--- config.mk ---
export PLATFORM = sky130hd
export DESIGN_NAME = mult_sequencer
export DESIGN_NICKNAME = d
export VERILOG_FILES = /design/src/rtl/mult_seq_pkg.sv /design/src/rtl/mult_seq_decode.sv /design/src/rtl/mult_sequencer.sv
export SDC_FILE = /design/constraint.sdc
export NUM_CORES = 1
export LEC_CHECK = 0
export CAP_MARGIN = 10
export CORE_AREA = 2 2 39 41
export CTS_CLUSTER_SIZE = 25
export DETAILED_ROUTE_END_ITERATION = 6
export DIE_AREA = 0 0 41 43
export PLACE_DENSITY = 0.55
export SLEW_MARGIN = 0
export SYNTH_ARGS = -nofsm -noshare
export SYNTH_HDL_FRONTEND = slang
export SYNTH_SLANG_ARGS = --single-unit
export TNS_END_PERCENT = 100
--- constraint.sdc ---
create_clock -name clk -period 2.3 [get_ports clk]
set_clock_uncertainty 0.1 [all_clocks]
set_input_delay 0.23 -clock clk [delete_from_list [all_inputs] [get_ports clk]]
set_output_delay 0.23 -clock clk [all_outputs]
set_load 0.02 [all_outputs]
--- src/rtl/mult_seq_pkg.sv ---
// Shared constants for the multiply sequencer: ALU opcodes, register slot indices
// and the controller state encoding.
package mult_seq_pkg;

   typedef enum logic [2:0] {
      ALU_PASSA = 3'd0,
      ALU_ADD   = 3'd1,
      ALU_SUB   = 3'd2,
      ALU_AND   = 3'd3,
      ALU_OR    = 3'd4,
      ALU_XOR   = 3'd5,
      ALU_INCA  = 3'd6,
      ALU_DECA  = 3'd7
   } alu_op_e;

   localparam int REG_R0   = 0;
   localparam int REG_R1   = 1;
   localparam int REG_R2   = 2;
   localparam int REG_NONE = 3;

   // Every 3-bit code is a named state; the default arm in the top still maps
   // anything unexpected back to IDLE.
   typedef enum logic [2:0] {
      ST_IDLE  = 3'd0,
      ST_LOADA = 3'd1,
      ST_LOADB = 3'd2,
      ST_CLR   = 3'd3,
      ST_TEST  = 3'd4,
      ST_ADD   = 3'd5,
      ST_DEC   = 3'd6,
      ST_DONE  = 3'd7
   } state_e;

endpackage

--- src/rtl/mult_seq_decode.sv ---
// Pure combinational state -> datapath control table for the multiply sequencer.
// Bus selects, write destination, ALU opcode, busy and done all derive from state alone.
module mult_seq_decode
   import mult_seq_pkg::*;
#(
   parameter int SELECTIONALU  = 3,
   parameter int SELECTIONDECO = 3,
   parameter int SRC_A_REG     = 6,
   parameter int SRC_B_REG     = 7
) (
   input  state_e                    state,
   output logic [SELECTIONDECO-1:0]  sel_a,
   output logic [SELECTIONDECO-1:0]  sel_b,
   output logic [SELECTIONDECO-1:0]  sel_c,
   output logic [SELECTIONALU-1:0]   sel_alu,
   output logic                      busy,
   output logic                      done
);

   localparam logic [SELECTIONDECO-1:0] R_SRC_A = SELECTIONDECO'(SRC_A_REG);
   localparam logic [SELECTIONDECO-1:0] R_SRC_B = SELECTIONDECO'(SRC_B_REG);
   localparam logic [SELECTIONDECO-1:0] R_0     = SELECTIONDECO'(REG_R0);
   localparam logic [SELECTIONDECO-1:0] R_1     = SELECTIONDECO'(REG_R1);
   localparam logic [SELECTIONDECO-1:0] R_2     = SELECTIONDECO'(REG_R2);
   localparam logic [SELECTIONDECO-1:0] R_NONE  = SELECTIONDECO'(REG_NONE);

   localparam logic [SELECTIONALU-1:0] OP_PASSA = SELECTIONALU'(ALU_PASSA);
   localparam logic [SELECTIONALU-1:0] OP_ADD   = SELECTIONALU'(ALU_ADD);
   localparam logic [SELECTIONALU-1:0] OP_XOR   = SELECTIONALU'(ALU_XOR);
   localparam logic [SELECTIONALU-1:0] OP_DECA  = SELECTIONALU'(ALU_DECA);

   always_comb begin
      sel_a   = '0;
      sel_b   = '0;
      sel_c   = R_NONE;
      sel_alu = OP_PASSA;
      done    = 1'b0;
      case (state)
         ST_LOADA: begin sel_a = R_SRC_A; sel_c = R_0; end
         ST_LOADB: begin sel_a = R_SRC_B; sel_c = R_1; end
         // R0 xor R0 is the cheapest way to produce a zero to clear the accumulator
         ST_CLR:   begin sel_a = R_0; sel_b = R_0; sel_c = R_2; sel_alu = OP_XOR; end
         ST_TEST:  begin sel_a = R_1; end
         ST_ADD:   begin sel_a = R_2; sel_b = R_0; sel_c = R_2; sel_alu = OP_ADD; end
         ST_DEC:   begin sel_a = R_1; sel_c = R_1; sel_alu = OP_DECA; end
         ST_DONE:  begin done = 1'b1; end
         default:  ;
      endcase
   end

   assign busy = (state != ST_IDLE);

endmodule

--- src/rtl/mult_sequencer.sv ---
// Multiply-by-repeated-addition controller for the 8-bit regfile/ALU datapath.
// Define MULT_SEQ_OVF_EN to build the sticky accumulation-overflow flag sOvf.
module mult_sequencer
   import mult_seq_pkg::*;
#(
   parameter int SELECTIONALU  = 3,
   parameter int SELECTIONDECO = 3,
   parameter int SRC_A_REG     = 6,
   parameter int SRC_B_REG     = 7
) (
   input  logic                      clk,
   input  logic                      rst,
   input  logic                      sStart,
   input  logic                      sZero,
   input  logic                      sCarry,
   output logic [SELECTIONDECO-1:0]  sSelDecoA,
   output logic [SELECTIONDECO-1:0]  sSelDecoB,
   output logic [SELECTIONDECO-1:0]  sSelDecoC,
   output logic [SELECTIONALU-1:0]   sSelAlu,
   output logic                      sBusy,
   output logic                      sDone,
   output logic                      sOvf,
   output logic [2:0]                dbg_state
);

   state_e state_q, state_d;

   always_comb begin
      state_d = state_q;
      case (state_q)
         ST_IDLE:  if (sStart) state_d = ST_LOADA;
         ST_LOADA: state_d = ST_LOADB;
         ST_LOADB: state_d = ST_CLR;
         ST_CLR:   state_d = ST_TEST;
         ST_TEST:  state_d = sZero ? ST_DONE : ST_ADD;
         ST_ADD:   state_d = ST_DEC;
         ST_DEC:   state_d = ST_TEST;
         ST_DONE:  state_d = ST_IDLE;
         default:  state_d = ST_IDLE;
      endcase
   end

   always_ff @(posedge clk) begin
      if (rst) state_q <= ST_IDLE;
      else     state_q <= state_d;
   end

   mult_seq_decode #(
      .SELECTIONALU  (SELECTIONALU),
      .SELECTIONDECO (SELECTIONDECO),
      .SRC_A_REG     (SRC_A_REG),
      .SRC_B_REG     (SRC_B_REG)
   ) u_decode (
      .state   (state_q),
      .sel_a   (sSelDecoA),
      .sel_b   (sSelDecoB),
      .sel_c   (sSelDecoC),
      .sel_alu (sSelAlu),
      .busy    (sBusy),
      .done    (sDone)
   );

   assign dbg_state = state_q;

`ifdef MULT_SEQ_OVF_EN
   logic ovf_q, ovf_d;

   // Cleared as the operands load, then sticky across the whole accumulation and DONE/IDLE.
   always_comb begin
      ovf_d = ovf_q;
      if (state_q == ST_LOADA)                ovf_d = 1'b0;
      else if (state_q == ST_ADD && sCarry)   ovf_d = 1'b1;
   end

   always_ff @(posedge clk) begin
      if (rst) ovf_q <= 1'b0;
      else     ovf_q <= ovf_d;
   end

   assign sOvf = ovf_q;
`else
   logic unused_carry;
   assign unused_carry = sCarry;
   assign sOvf = 1'b0;
`endif

endmodule

## Word-level counts from Yosys, hierarchy flattened

Index checks and enable logic that the tools add are counted.

- Muxes and demuxes: 7
- Reductions and logical operators: 6
- Eq/ne operators: 8

Operator list:

| cell | count |
|---|---|
| $pmux W3 S7 | 1 |
| $eq A3 B3 Y1 const B | 4 |
| $pmux W3 S4 | 1 |
| $pmux W3 S3 | 1 |
| $reduce_or A2 Y1 | 4 |
| $eq A3 B2 Y1 const B | 2 |
| $pmux W2 S3 | 1 |
| $eq A3 B1 Y1 const B | 1 |
| $logic_not A3 Y1 | 1 |
| $mux W3 | 1 |
| $reduce_bool A3 Y1 | 1 |
| $mux W2 | 1 |
| $ne A2 B2 Y1 const B | 1 |
| $mux W1 | 1 |

- Word-level logic and storage cells: 22
- Input bits: 5
- Register bits: 3

## Logic depth before layout (Yosys ltp)

Gate-level depths: netlist (run 1).

- Depth after elaboration: 3
- Gate-level depth with buffers: 3

## Modules after synthesis

A second synthesis (run 1) with hierarchy kept.

- Cell total of the unflattened synthesis: 37
- Area, all modules: 285.3 µm²

Modules (own cells, without submodules):

| module | seq. area each (µm²) | times used | area an instance (µm²) | cells each |
|---|---|---|---|---|
| mult_seq_decode | 0.0 | 1 | 147.6 | 24 |
| mult_sequencer | 60.1 | 1 | 137.6 | 13 |

## Worst setup path after synthesis (run 1)

Ideal clock, no wire load.

- Kind: register -> output
- Start: reg state_q[2], in the netlist dbg_state[2]
- End: out sSelDecoC[1]
- Path slack: 0.715 ns
- Required time: 1.970 ns
- Cell stages (with the launch flop): 4
- Arrival time: 1.255 ns
- Cell sequence: dfxtp_1 > buf_6 > nor2_1 > a21boi_0

- Longest elaborated chain between the ends: 3
- Elaborated cells between the ends (all ways): 8
- Those cells by class: eq/ne (5); mux (1); reduce/logical (2)

Ends and longest elaborated chain:

| item | RTL line | RTL |
|---|---|---|
| start: declaration | mult_sequencer.sv:26 | `state_e state_q, state_d;` |
| start signal: assignment | mult_sequencer.sv:45 | `else state_q <= state_d;` |
| $eq A3 B2 Y1 / $eq A3 B3 Y1 (equally long branches) | mult_seq_decode.sv:38 | `case (state)` |
| $reduce_or A2 Y1 (no line) | - |  |
| $pmux W2 S3 * | mult_seq_decode.sv:38 |  |
| end: declaration | mult_sequencer.sv:18 | `output logic [SELECTIONDECO-1:0] sSelDecoC,` |

Mark *: on every way between the ends. The rest lies on a longest branch, timed or not.

## Worst setup path after layout (run 1)

- Start: reg state_q[0], in the netlist dbg_state[0]
- End: out sSelAlu[2]

- Longest elaborated chain between the ends: 2
- Elaborated cells between the ends (all ways): 4
- Those cells by class: eq/ne (3); mux (1)

Ends and longest elaborated chain:

| item | RTL line | RTL |
|---|---|---|
| $eq A3 B3 Y1 / $eq A3 B2 Y1 (equally long branches) | mult_seq_decode.sv:38 |  |
| $pmux W3 S3 * | mult_seq_decode.sv:38 |  |
| end: declaration | mult_sequencer.sv:19 | `output logic [SELECTIONALU-1:0] sSelAlu,` |

Marked as above.

==> results.json, run 1 <==
{
  "nNetsFinal": 60,
  "synth_area_per_cell_um2": 7.51,
  "status": "complete, no violations",
  "drive_gt1_share_pct": 9.26,
  "drcViolationCount": 0,
  "crit_path_end_kind": "output pin",
  "grt_pass1_vias": 237,
  "largest_reg_flops": 3,
  "antenna_found_initial": 0,
  "synth_seq_cells": 3,
  "max_freq_mhz": 468,
  "dieHeight_um": 43,
  "crit-reg2reg-launch": "dbg_state[2]",
  "power.leakage_nw": 0.178,
  "core_area_um2": 1380,
  "wl_per_cell_um": 8.96,
  "firstDrtPassIters": 3,
  "cts_sinks": 3,
  "timing.final.crit_share_pct": 92.9,
  "portBuffers": 16,
  "nFillCells": 161,
  "critPathMaxStageDelay_ns": 0.59,
  "criticalPathCategory": "register to output pin",
  "root_buffer": "clkbuf_4",
  "grt.total_usage_pct": 8.63,
  "fp-row-count": 14,
  "detail-route-antenna-nets": 0,
  "slew_violations": 0,
  "cp-startpoint": "dbg_state[0]",
  "clock_path_buffers": 2,
  "die_w_um": 41,
  "power_density_nw_per_um2": 690,
  "avgViaCountPerCell": 4.24,
  "cp_max_fo": 11,
  "synthesis.area_um2": 278,
  "ys_seq_area_share_pct": 21.6,
  "maxCapViolCount": 0,
  "io_pins": 23,
  "setup.worst_path.end": "sSelAlu[2]",
  "synth_warnings": 0,
  "setup_viol": 0,
  "crit_chain": "buf_4, xor2_1, and2_1, clkdlybuf4s50_1",
  "setup_tns_ns": 0,
  "dp_hpwl_um": 420,
  "crit_required_ns": 1.97,
  "post_cts_buffers": 0,
  "rsz0062_at_grt": "false",
  "min_period_ns": 2.14,
  "cts_tree": "done",
  "start_kind": "register",
  "vdd_ir_drop_max_mv": 0.337,
  "htreeDepth": 1,
  "yosysUniqueCellTypes": 22,
  "diodes": 0,
  "cp_data_arrival_time_ns": 1.81,
  "hold_viol": 0,
  "r2r_setup_slack_ns": 1.03,
  "routabilityCongestion": 0.638,
  "path_clk_slew_ns": 0.04,
  "syn_to_final_growth_pct": 60.4,
  "r2r-end": "dbg_state[0]",
  "drt-total-wl_um": 627,
  "hold_buffers": 0,
  "critPathSlowestCell": "clkdlybuf4s50_1",
  "numCtsBuffers": 3,
  "die_area_um2": 1760,
  "drt_iter0_drc": 7,
  "start_util_pct": 20.1,
  "post_cts_resized": 0,
  "grt_pass1_wl_um": 966,
  "vias": 297,
  "rr_worst_depth": 2,
  "clock_latency_ns": 0.24,
  "hold_class": "primary input to register",
  "postSynthCellCount": 37,
  "overflow": 0,
  "grt_max_degree": 17,
  "total_power_mw": 0.307
}
==> worst max-delay path: cells and delay by family, from the launching register on <==
| kind | cells | cell delay (ns) |
|---|---|---|
| buffers and inverters | 2 | 0.80 |
| xor gates and xnor gates | 1 | 0.12 |
| DFF | 1 | 0.52 |
| and+or+nand+nor | 1 | 0.13 |
==> cell usage after synthesis <==
master	count	area share, %
a21bo_2	1	3.6
a2111oi_1	1	3.6
or2_1	1	2.3
conb_1	1	1.4
xnor2_1	1	3.2
buf_2	1	1.8
nor2_1	3	4.1
nand2b_1	2	4.5
or3_1	1	2.3
and3_1	1	2.3
o21ai_0	1	1.8
xor2_1	1	3.2
buf_6	1	4.1
and2_1	1	2.3
a21oi_1	5	9.0
a21boi_0	1	2.7
dfxtp_1	3	22
buf_4	6	16
o32ai_1	1	3.2
nand3b_1	1	2.7
nor3_1	1	1.8
nand2_1	2	2.7
==> metal layers <==
| layer | global-route usage [%] | routed length [um] | vias up |
|---|---|---|---|
| met5 | 0 | 0 | - |
| met4 | 8.00 | 0 | 0 |
| li1 | - | - | 153 |
| met3 | 4.71 | 37 | 0 |
| met2 | 10.9 | 288 | 11 |
| met1 | 9.65 | 302 | 133 |
==> through the flow <==
step / utilization, % / hold WS (ns) / cell area (um2) / worst slack (ns) / instances
2_1_floorplan: - / 0.199 / 293 / 0.715 / 41
3_3_place_gp: 30.3 / 0.524 / 419 / 0.408 / 66
3_5_place_dp: 30.3 / 0.538 / 419 / 0.404 / 66
4_1_cts: 32.2 / 0.503 / 445 / 0.149 / 70
5_1_grt: 32.2 / 0.553 / 445 / 0.00697 / 70
6_report: 32.2 / 0.509 / 445 / 0.162 / 70
==> where the power goes <==
| group | internal [mW] | switching [mW] |
|---|---|---|
| Sequential | 0.0575 | 0.0173 |
| Combinational | 0.0691 | 0.0683 |
| Clock | 0.0652 | 0.0296 |
| Total | 0.192 | 0.115 |
==> final cells by class <==
type                    count  area (um2)  area share (%)
well taps                  16        20.0            4.49
repair buffers             17         168            37.6
multi-input cells          30         171            38.5
clock buffers               4        26.3            5.90
flip-flops and latches      3        60.1            13.5
==> cells by family (layout without fill, tap and decap cells) <==
kind of cell	after synthesis	count (layout)	share of synthesized area (%)
xor gates and xnor gates	2	2	6.31
buffers and inverters	8	21	22.1
other	1	5	1.35
AOI/OAI and AO/OA	10	10	23.9
DFF	3	3	21.6
and+or+nand+nor	13	13	24.8
==> worst min-delay path by stage <==
| stage | from | endpoint | slack, ns | cells after the start |
|---|---|---|---|---|
| detailed placement | dbg_state[0] | dbg_state[2] | 0.54 | 2 |
| global route | rst | dbg_state[2] | 0.55 | 2 |
| CTS | rst | dbg_state[2] | 0.50 | 2 |
| finish | rst | dbg_state[2] | 0.51 | 2 |
| global placement | dbg_state[0] | dbg_state[2] | 0.52 | 2 |
| floorplan | rst | dbg_state[2] | 0.20 | 1 |
==> cells in the final DEF (no fill, tap or decap), drive strengths merged, types with 2 or more instances in the layout <==
| cell | instances |
|---|---|
| a21oi | 5 |
| clkbuf | 4 |
| clkdlybuf4s50 | 16 |
| conb | 5 |
| dfxtp | 3 |
| nand2 | 2 |
| nand2b | 2 |
| nor2 | 3 |
(Power assumes the default switching activity.)
==> inputs of run 2 (changes only) <==
- MAX_ROUTING_LAYER: not set -> met4
==> run 2 against run 1 <==
  * Fmax increased by 0.20%
  * Wire length up 0.32%
  * Count of clock-buffer cells in the layout unchanged
  * Die area stayed put
  * Register-to-register slack got worse by 0.02 ns
==> results.json, run 2 (synthesized netlist as in run 1, its figures left out) <==
{
  "power_density_nw_per_um2": 692,
  "grt_pass1_vias": 235,
  "path_buf_inv": 2,
  "maxCapViolCount": 0,
  "numCtsBuffers": 3,
  "clock_latency_ns": 0.24,
  "drt_iter0_drc": 7,
  "hold_buffers": 0,
  "timing.final.crit_share_pct": 92.8,
  "wl_per_cell_um": 8.99,
  "routabilityCongestion": 0.643,
  "power.leakage_nw": 0.178,
  "cp_data_arrival_time_ns": 1.80,
  "stdcell_count": 70,
  "setup_viol": 0,
  "cts_tree": "done",
  "clock_path_buffers": 2,
  "top_usage_layer": "met2",
  "start_util_pct": 20.1,
  "overflow": 0,
  "die_area_um2": 1760,
  "syn_to_final_growth_pct": 60.4,
  "layout_setup_ws_ns": 0.166,
  "crit_required_ns": 1.97,
  "drt-total-wl_um": 629,
  "antenna_found_initial": 0,
  "critPathMaxStageDelay_ns": 0.59,
  "core_area_um2": 1380,
  "avgViaCountPerCell": 4.26,
  "slew_violations": 0,
  "use_met3_pct": 4.71,
  "grt_max_degree": 17,
  "layout_commonest_cell": "clkdlybuf4s50_1",
  "largest_reg_flops": 3,
  "path_clk_slew_ns": 0.04,
  "post_cts_resized": 0,
  "cts_sinks": 3,
  "start_kind": "register",
  "vdd_ir_drop_max_mv": 0.341,
  "max_freq_mhz": 469,
  "rsz0062_at_grt": "false",
  "place_ws_ns": 0.404,
  "hold_end": "dbg_state[2]",
  "grtUsageMet1_pct": 9.65,
  "root_buffer": "clkbuf_4",
  "crit_path_end_kind": "output pin",
  "r2r-end": "dbg_state[0]",
  "dieHeight_um": 43,
  "drive_gt1_share_pct": 9.26,
  "portBuffers": 16,
  "fp-row-count": 14,
  "grt.total_usage_pct": 8.85,
  "final_cell_mix": "16 x clkdlybuf4s50_1, 5 x a21oi_1, 5 x conb_1",
  "cpLargestDelayFamily": "buffers and inverters",
  "hold_class": "primary input to register",
  "dp_hpwl_um": 420,
  "r2r_setup_slack_ns": 1.01,
  "criticalPathCategory": "register to output pin",
  "holdPathStages": 2,
  "htreeDepth": 1,
  "io_pins": 23,
  "cp_max_fo": 11,
  "setup_tns_ns": 0,
  "grt_util_met2_pct": 10.9,
  "drcViolationCount": 0,
  "min_period_ns": 2.13,
  "firstDrtPassIters": 3,
  "critPathSlowestCell": "clkdlybuf4s50_1",
  "crit_chain": "buf_4, xor2_1, and2_1, clkdlybuf4s50_1",
  "nNetsFinal": 60,
  "detail-route-antenna-nets": 0,
  "grt_pass1_wl_um": 966,
  "die_w_um": 41,
  "rr_worst_depth": 2,
  "hold_viol": 0,
  "diodes": 0,
  "crit-reg2reg-launch": "dbg_state[2]",
  "vias": 298,
  "post_cts_buffers": 0,
  "post-place-cells": 66,
  "status": "complete, no violations",
  "worstHoldStart": "rst"
}
## run 2: per-stage QoR
step,hold WS (ns),power (mW),utilization (%),cell area [um2]
after floorplan,0.199,0.160,-,293
after global placement,0.524,0.214,30.3,419
after detailed placement,0.538,0.214,30.3,419
after CTS,0.503,0.314,32.2,445
after global routing,0.553,0.334,32.2,445
final,0.510,0.308,32.2,445
## run 2: layer usage
metal  share of wire [%]  vias up
met5                   0        -
met4                 2.2        0
li1                    -      152
met3                 7.8        4
met2                  43       13
met1                  46      129
## run 2: layout make-up
type,instances,area [um2]
multi-input cells,30,171
fillers,161,938
clock buffers,4,26.3
well taps,16,20.0
repair buffers,17,168
flip-flops and latches,3,60.1
## run 2: power breakdown
group          internal [mW]  switching (mW)
Combinational         0.0691          0.0684
Sequential            0.0575          0.0172
Clock                 0.0652          0.0305
Total                  0.192           0.116
## run 2: how the worst max path moves through the flow
stage                               to          from  cells past startpoint  slack [ns]
after floorplan           sSelDecoC[1]  dbg_state[2]                      3        0.72
after global placement    sSelDecoA[1]  dbg_state[1]                      3        0.41
after detailed placement  sSelDecoA[1]  dbg_state[1]                      3        0.40
after CTS                 sSelDecoA[1]  dbg_state[1]                      3        0.15
after global routing      sSelDecoC[1]  dbg_state[2]                      3       0.007
final                       sSelAlu[2]  dbg_state[0]                      4        0.17
## run 2: worst register-to-register path, stage by stage (launching register included)
cell and delay, ns:
dfxtp_1 0.62, nor3_1 0.12, a2111oi_1 0.34
==> inputs of run 3 (changes only) <==
- SLEW_MARGIN: 0 -> not set
==> results of run 3 <==
Same layout as run 2: the final DEF is identical, and so are final timing and power.
